File: src/rtl/updown_counter.sv
// Parameterised up/down counter with load, wrap/saturate limits,
// terminal pulse and sticky overflow.
module updown_counter #(
    parameter int unsigned WIDTH       = 5,
    parameter int unsigned MAX         = 2**WIDTH-1,
    parameter bit          SATURATE    = 1'b0,
    parameter int unsigned RESET_VALUE = 0
) (
    input  logic             clock,
    input  logic             reset,
    input  logic             enable,
    input  logic             up,
    input  logic             load,
    input  logic [WIDTH-1:0] load_value,
    input  logic             clear_overflow,
    output logic [WIDTH-1:0] count,
    output logic             terminal,
    output logic             overflow,
    output logic             zero
);

    localparam logic [WIDTH-1:0] MAX_C   = WIDTH'(MAX);
    localparam logic [WIDTH-1:0] RST_C   = WIDTH'(RESET_VALUE);
    localparam logic [WIDTH-1:0] ONE_C   = WIDTH'(1);
    localparam logic [WIDTH-1:0] ZERO_C  = '0;

    logic [WIDTH-1:0] count_q, count_d;
    logic             term_q, term_d;
    logic             ovf_q, ovf_d;
    logic             limit;

    always_ff @(posedge clock) begin
        if (reset) begin
            count_q <= RST_C;
            term_q  <= 1'b0;
            ovf_q   <= 1'b0;
        end else begin
            count_q <= count_d;
            term_q  <= term_d;
            ovf_q   <= ovf_d;
        end
    end

    // Limits are tested before any arithmetic so no out-of-range
    // value can be formed when MAX < 2**WIDTH-1.
    always_comb begin
        count_d = count_q;
        limit   = 1'b0;
        if (load) begin
            count_d = (load_value > MAX_C) ? MAX_C : load_value;
        end else if (enable) begin
            if (up) begin
                if (count_q >= MAX_C) begin
                    limit   = 1'b1;
                    count_d = SATURATE ? MAX_C : ZERO_C;
                end else begin
                    count_d = count_q + ONE_C;
                end
            end else begin
                if (count_q == ZERO_C) begin
                    limit   = 1'b1;
                    count_d = SATURATE ? ZERO_C : MAX_C;
                end else begin
                    count_d = count_q - ONE_C;
                end
            end
        end
    end

    // A limit event on the same edge as a clear keeps the flag set.
    always_comb begin
        term_d = limit;
        ovf_d  = limit | (ovf_q & ~clear_overflow);
    end

    assign count    = count_q;
    assign terminal = term_q;
    assign overflow = ovf_q;
    assign zero     = (count_q == ZERO_C);

endmodule

File: config.mk
export PLATFORM = sky130hd
export DESIGN_NAME = updown_counter
export DESIGN_NICKNAME = d
export VERILOG_FILES = /design/src/rtl/updown_counter.sv
export SDC_FILE = /design/constraint.sdc
export NUM_CORES = 1
export LEC_CHECK = 0
export CAP_MARGIN = 10
export CORE_MARGIN = 1
export CORE_UTILIZATION = 40
export CTS_CLUSTER_SIZE = 8
export DETAILED_ROUTE_END_ITERATION = 12
export GPL_TIMING_DRIVEN = 0
export PLACE_DENSITY = 0.72
export SKIP_LAST_GASP = 1
export SYNTH_ARGS = -nofsm -noshare
export SYNTH_HDL_FRONTEND = slang
export SYNTH_SLANG_ARGS = --single-unit
File: constraint.sdc
create_clock -name clock -period 4 [get_ports clock]
set_clock_uncertainty 0.05 [all_clocks]
set_input_delay 0.8 -clock clock [delete_from_list [all_inputs] [get_ports clock]]
set_output_delay 0.8 -clock clock [all_outputs]
set_load 0.1 [all_outputs]
# Word-level counts from Yosys, hierarchy flattened

Index checks and enable logic that the tools add are counted.

Output and inout port bits: 8
Memory bits (read-only): 0
Register bits after elaboration: 7
Latch bits: 0
Memories: 0
Memory bits (writable): 0

$mul: 0
Shifts and indexed selects: 0
Reductions and logical operators: 2
Mux-type cells: 11
Equality and inequality tests: 0
Divide/modulo/power cells: 0
$lt $le $gt $ge: 2
Add/sub/neg operators: 2
Bitwise operators: 3

Operators by type and width:

| kind                                                               | number |
|---|---|
| 5-bit 2-to-1 mux                                                   | 6 |
| 5-bit by 1-bit adder with 5-bit output, second input constant      | 1 |
| 5-bit >= comparator, second input constant                         | 1 |
| 5-bit greater-than comparator, second input constant               | 1 |
| 5-bit zero test                                                    | 1 |
| 1-bit 2-to-1 mux                                                   | 5 |
| 5-bit by 1-bit subtractor with 5-bit output, second input constant | 1 |
| 2-bit nonzero test                                                 | 1 |
| 1-bit AND                                                          | 1 |
| 1-bit NOT                                                          | 1 |
| 1-bit OR                                                           | 1 |

# Depth between registers and ports, before layout

Depth after elaboration: 6
Mapped depth: 7
Gate-level depth less buffers: 7

# Worst setup path before layout

Ideal clock, no wire load.

Path kind: reg2out
Start point: reg count_q[0], in the netlist count[0]
End point: out zero
Arrival time: 2021 ps
Stages on the path, launching flop included: 5
Setup slack: 1129 ps
Cell sequence: dfxtp_1 > inv_1 > ha_1 > or4b_4 > clkinv_2

Word-level cells in the longest chain between the ends: 1

Ends and longest elaborated chain:

| what                   | line | RTL |
|---|---|---|
| start, declared        | 27   | `logic [WIDTH-1:0] count_q, count_d;` |
| start signal, assigned | 38   | `count_q <= count_d;` |
| 5-bit zero test        | 79   | `assign zero = (count_q == ZERO_C);` |
| end, declared          | 19   | `output logic zero` |

No other way between the ends.

# Final worst setup path

Same ends and word-level chain as after synthesis.

==> results.py <==
metrics = {
    "worst_setup_path": {
        "crit_arrival_ns": 2.71,
        "crit_type": "register to output port",
        "critPathRequiredTime_ns": 3.15,
        "cp-start-kind": "register",
        "cp_max_fo": 7,
        "critPathCaptureType": "output port",
    },
    "cts": {
        "clk_path_buf_depth": 2,
        "cts_sinks": 7,
        "cts_resized": 0,
        "cts_tree": "yes",
        "cts_root_buffer": "clkbuf_4",
        "htreeDepth": 1,
        "clk_pin_slew_ns": 0.06,
        "ctsHoldBuffers": 0,
        "cts_buffers": 3,
        "clk_latency_ns": 0.26,
        "post_cts_buffers": 0,
    },
    "synth": {
        "synth_cells": 72,
        "ys_ff_latch": 7,
        "synthFlopType": "dfxtp_1",
        "syn_avg_cell_area_um2": 7.58,
        "synth_common_cells": "a21oi_1 (11), dfxtp_1 (7), nor2_1 (7)",
        "synth_largest_area_cell": "dfxtp_1",
        "synth.area.top_cells": "dfxtp_1 (26%), a21oi_1 (10%), ha_1 (6.9%)",
        "yosysSeqAreaShare_pct": 25.7,
        "ys_types": 31,
        "syn_area_um2": 546,
        "yosysMostFrequentCell": "a21oi_1",
        "synth-async-reset-ratio_pct": 0,
        "ys_warn_count": 0,
        "netlist.area_leader.share_pct": 25.7,
        "syn-num-nets": 86,
        "synth-edff-count": 0,
    },
    "power_and_ir_drop": {
        "ir_drop_uv": 236,
        "p_per_area_nw_per_um2": 351,
        "power.leakage_nw": 0.305,
    },
    "sta": {
        "hold_slack_ns": 0.401,
        "fin_crit_ns": 3.56,
        "rsz0062_at_grt": "false",
        "slew_violations": 0,
        "tns_ns": 0,
        "setup_viol": 0,
        "period_share_pct": 88.9,
        "tightest_slew_ns": 0.970,
        "hold_violations": 0,
        "max_freq_mhz": 281,
        "slew_headroom_pct": 35.1,
    },
    "die": {
        "num_rows": 12,
        "io_pins": 19,
        "die_y_um": 38.9,
        "start_util_pct": 46.0,
        "dieArea_um2": 1520,
        "dieWidth_um": 38.9,
        "core_um2": 1190,
    },
    "routing": {
        "wirelength_mm": 1.32,
        "wl_per_cell_um": 12.3,
        "via_per_inst": 5.36,
        "drt_iter0_drc": 12,
        "detail-route-antenna-nets": 0,
        "dr.pass1.iters": 6,
        "drc_errors": 0,
        "vias": 579,
    },
    "global_routing": {
        "grt_use_total_pct": 21.7,
        "antenna_found_initial": 0,
        "grt_overflow": 0,
        "grt_pass1_vias": 478,
        "grt_pass1_wl_mm": 2.13,
        "grt_max_degree": 11,
    },
    "finish": {
        "final-instance-count-excl-fill": 108,
        "syn_to_final_growth_pct": 41.1,
        "fin_area_um2": 769,
        "nFillCells": 115,
        "drive_above_1_share_pct": 10.6,
        "nets": 109,
        "diodes": 0,
    },
    "place": {
        "place_inst": 104,
        "dpl.hpwl_um": 965,
        "place_congestion": 0.770,
        "placed_cell_area_um2": 743,
        "port_buffers": 18,
    },
    "job": {
        "drv_cap": 0,
    },
    "outcome": {
        "status": "finished, final reports clean",
    },
    "worst_hold_path": {
        "hold_path_class": "register to register",
    },
}
==> through the flow <==
step	util, %	power (mW)	setup slack, ns
2_1_floorplan	-	0.168	1.13
3_3_place_gp	62.7	0.200	0.749
3_5_place_dp	62.7	0.201	0.739
4_1_cts	64.9	0.271	0.448
5_1_grt	64.9	0.282	0.370
6_report	64.9	0.270	0.443
==> state kept, by name, indices dropped and copies added (netlist names) <==
signal    count
terminal      1
count         5
overflow      1
==> per-layer routing <==
metal / global-route usage, % / vias to the layer above / part of all wire [%]
li1: - / 298 / -
met1: 25.7 / 253 / 46
met2: 35.0 / 25 / 46
met3: 5.20 / 3 / 5.6
met4: 12.9 / 0 / 1.7
met5: 0 / - / 0
==> area by class of cell <==
cell class	count	area [um2]	area share, %
sequential	7	140	18.2
buffer	3	20.0	2.60
timing repair buffer	18	180	23.4
inverter	5	20.0	2.60
clock buffer	4	26.3	3.41
tap	14	17.5	2.28
multi-input combinational	57	365	47.5
==> cell families (layout without fill, tap and decap cells) <==
family,Yosys count,count (layout),synth area share (%)
AO/OA/AOI/OAI,21,21,22.7
flip-flops,7,7,25.7
buffers and inverters,8,30,7.34
adder cells (fa/ha/maj),3,3,6.88
AND/OR/NAND/NOR,29,29,31.0
XOR/XNOR,4,4,6.42
==> power by group <==
group          total, mW  switching (mW)  internal [mW]  leakage, nW
clock network     0.0705          0.0321         0.0385       0.0150
registers         0.0804         0.00606         0.0744       0.0576
logic              0.119          0.0780         0.0414        0.232
total              0.270           0.116          0.154        0.305
==> critical path: stages, from the launching register on <==
cell	delay [ns]
dfxtp_1	0.37
inv_1	0.12
ha_1	0.23
or4b_4	0.51
clkinv_2	0.07
clkdlybuf4s50_1	1.13
==> final timing paths <==
| kind | to | cells past startpoint | start | slack, ns |
|---|---|---|---|---|
| worst max-delay path | zero | 5 | count[0] | 0.44 |
| worst min-delay path | overflow | 1 | overflow | 0.40 |
| worst max register to register | overflow | 7 | count[0] | 2.17 |
| worst min register to register | overflow | 1 | overflow | 0.40 |
==> cells in the final DEF (no fill, tap or decap), types with 2 or more instances in the layout <==
cell type        count
clkdlybuf4s50_1     18
nand3_1              2
o21ai_0              2
dfxtp_1              7
o21ai_1              2
inv_1                4
nor2_1               7
clkbuf_4             3
clkbuf_1             2
a21oi_1             11
nor3_1               4
nor3b_1              2
ha_1                 3
nand2_1              4
nor2b_1              3
xnor2_1              3
No activity file was read; power rests on OpenSTA's default activity.
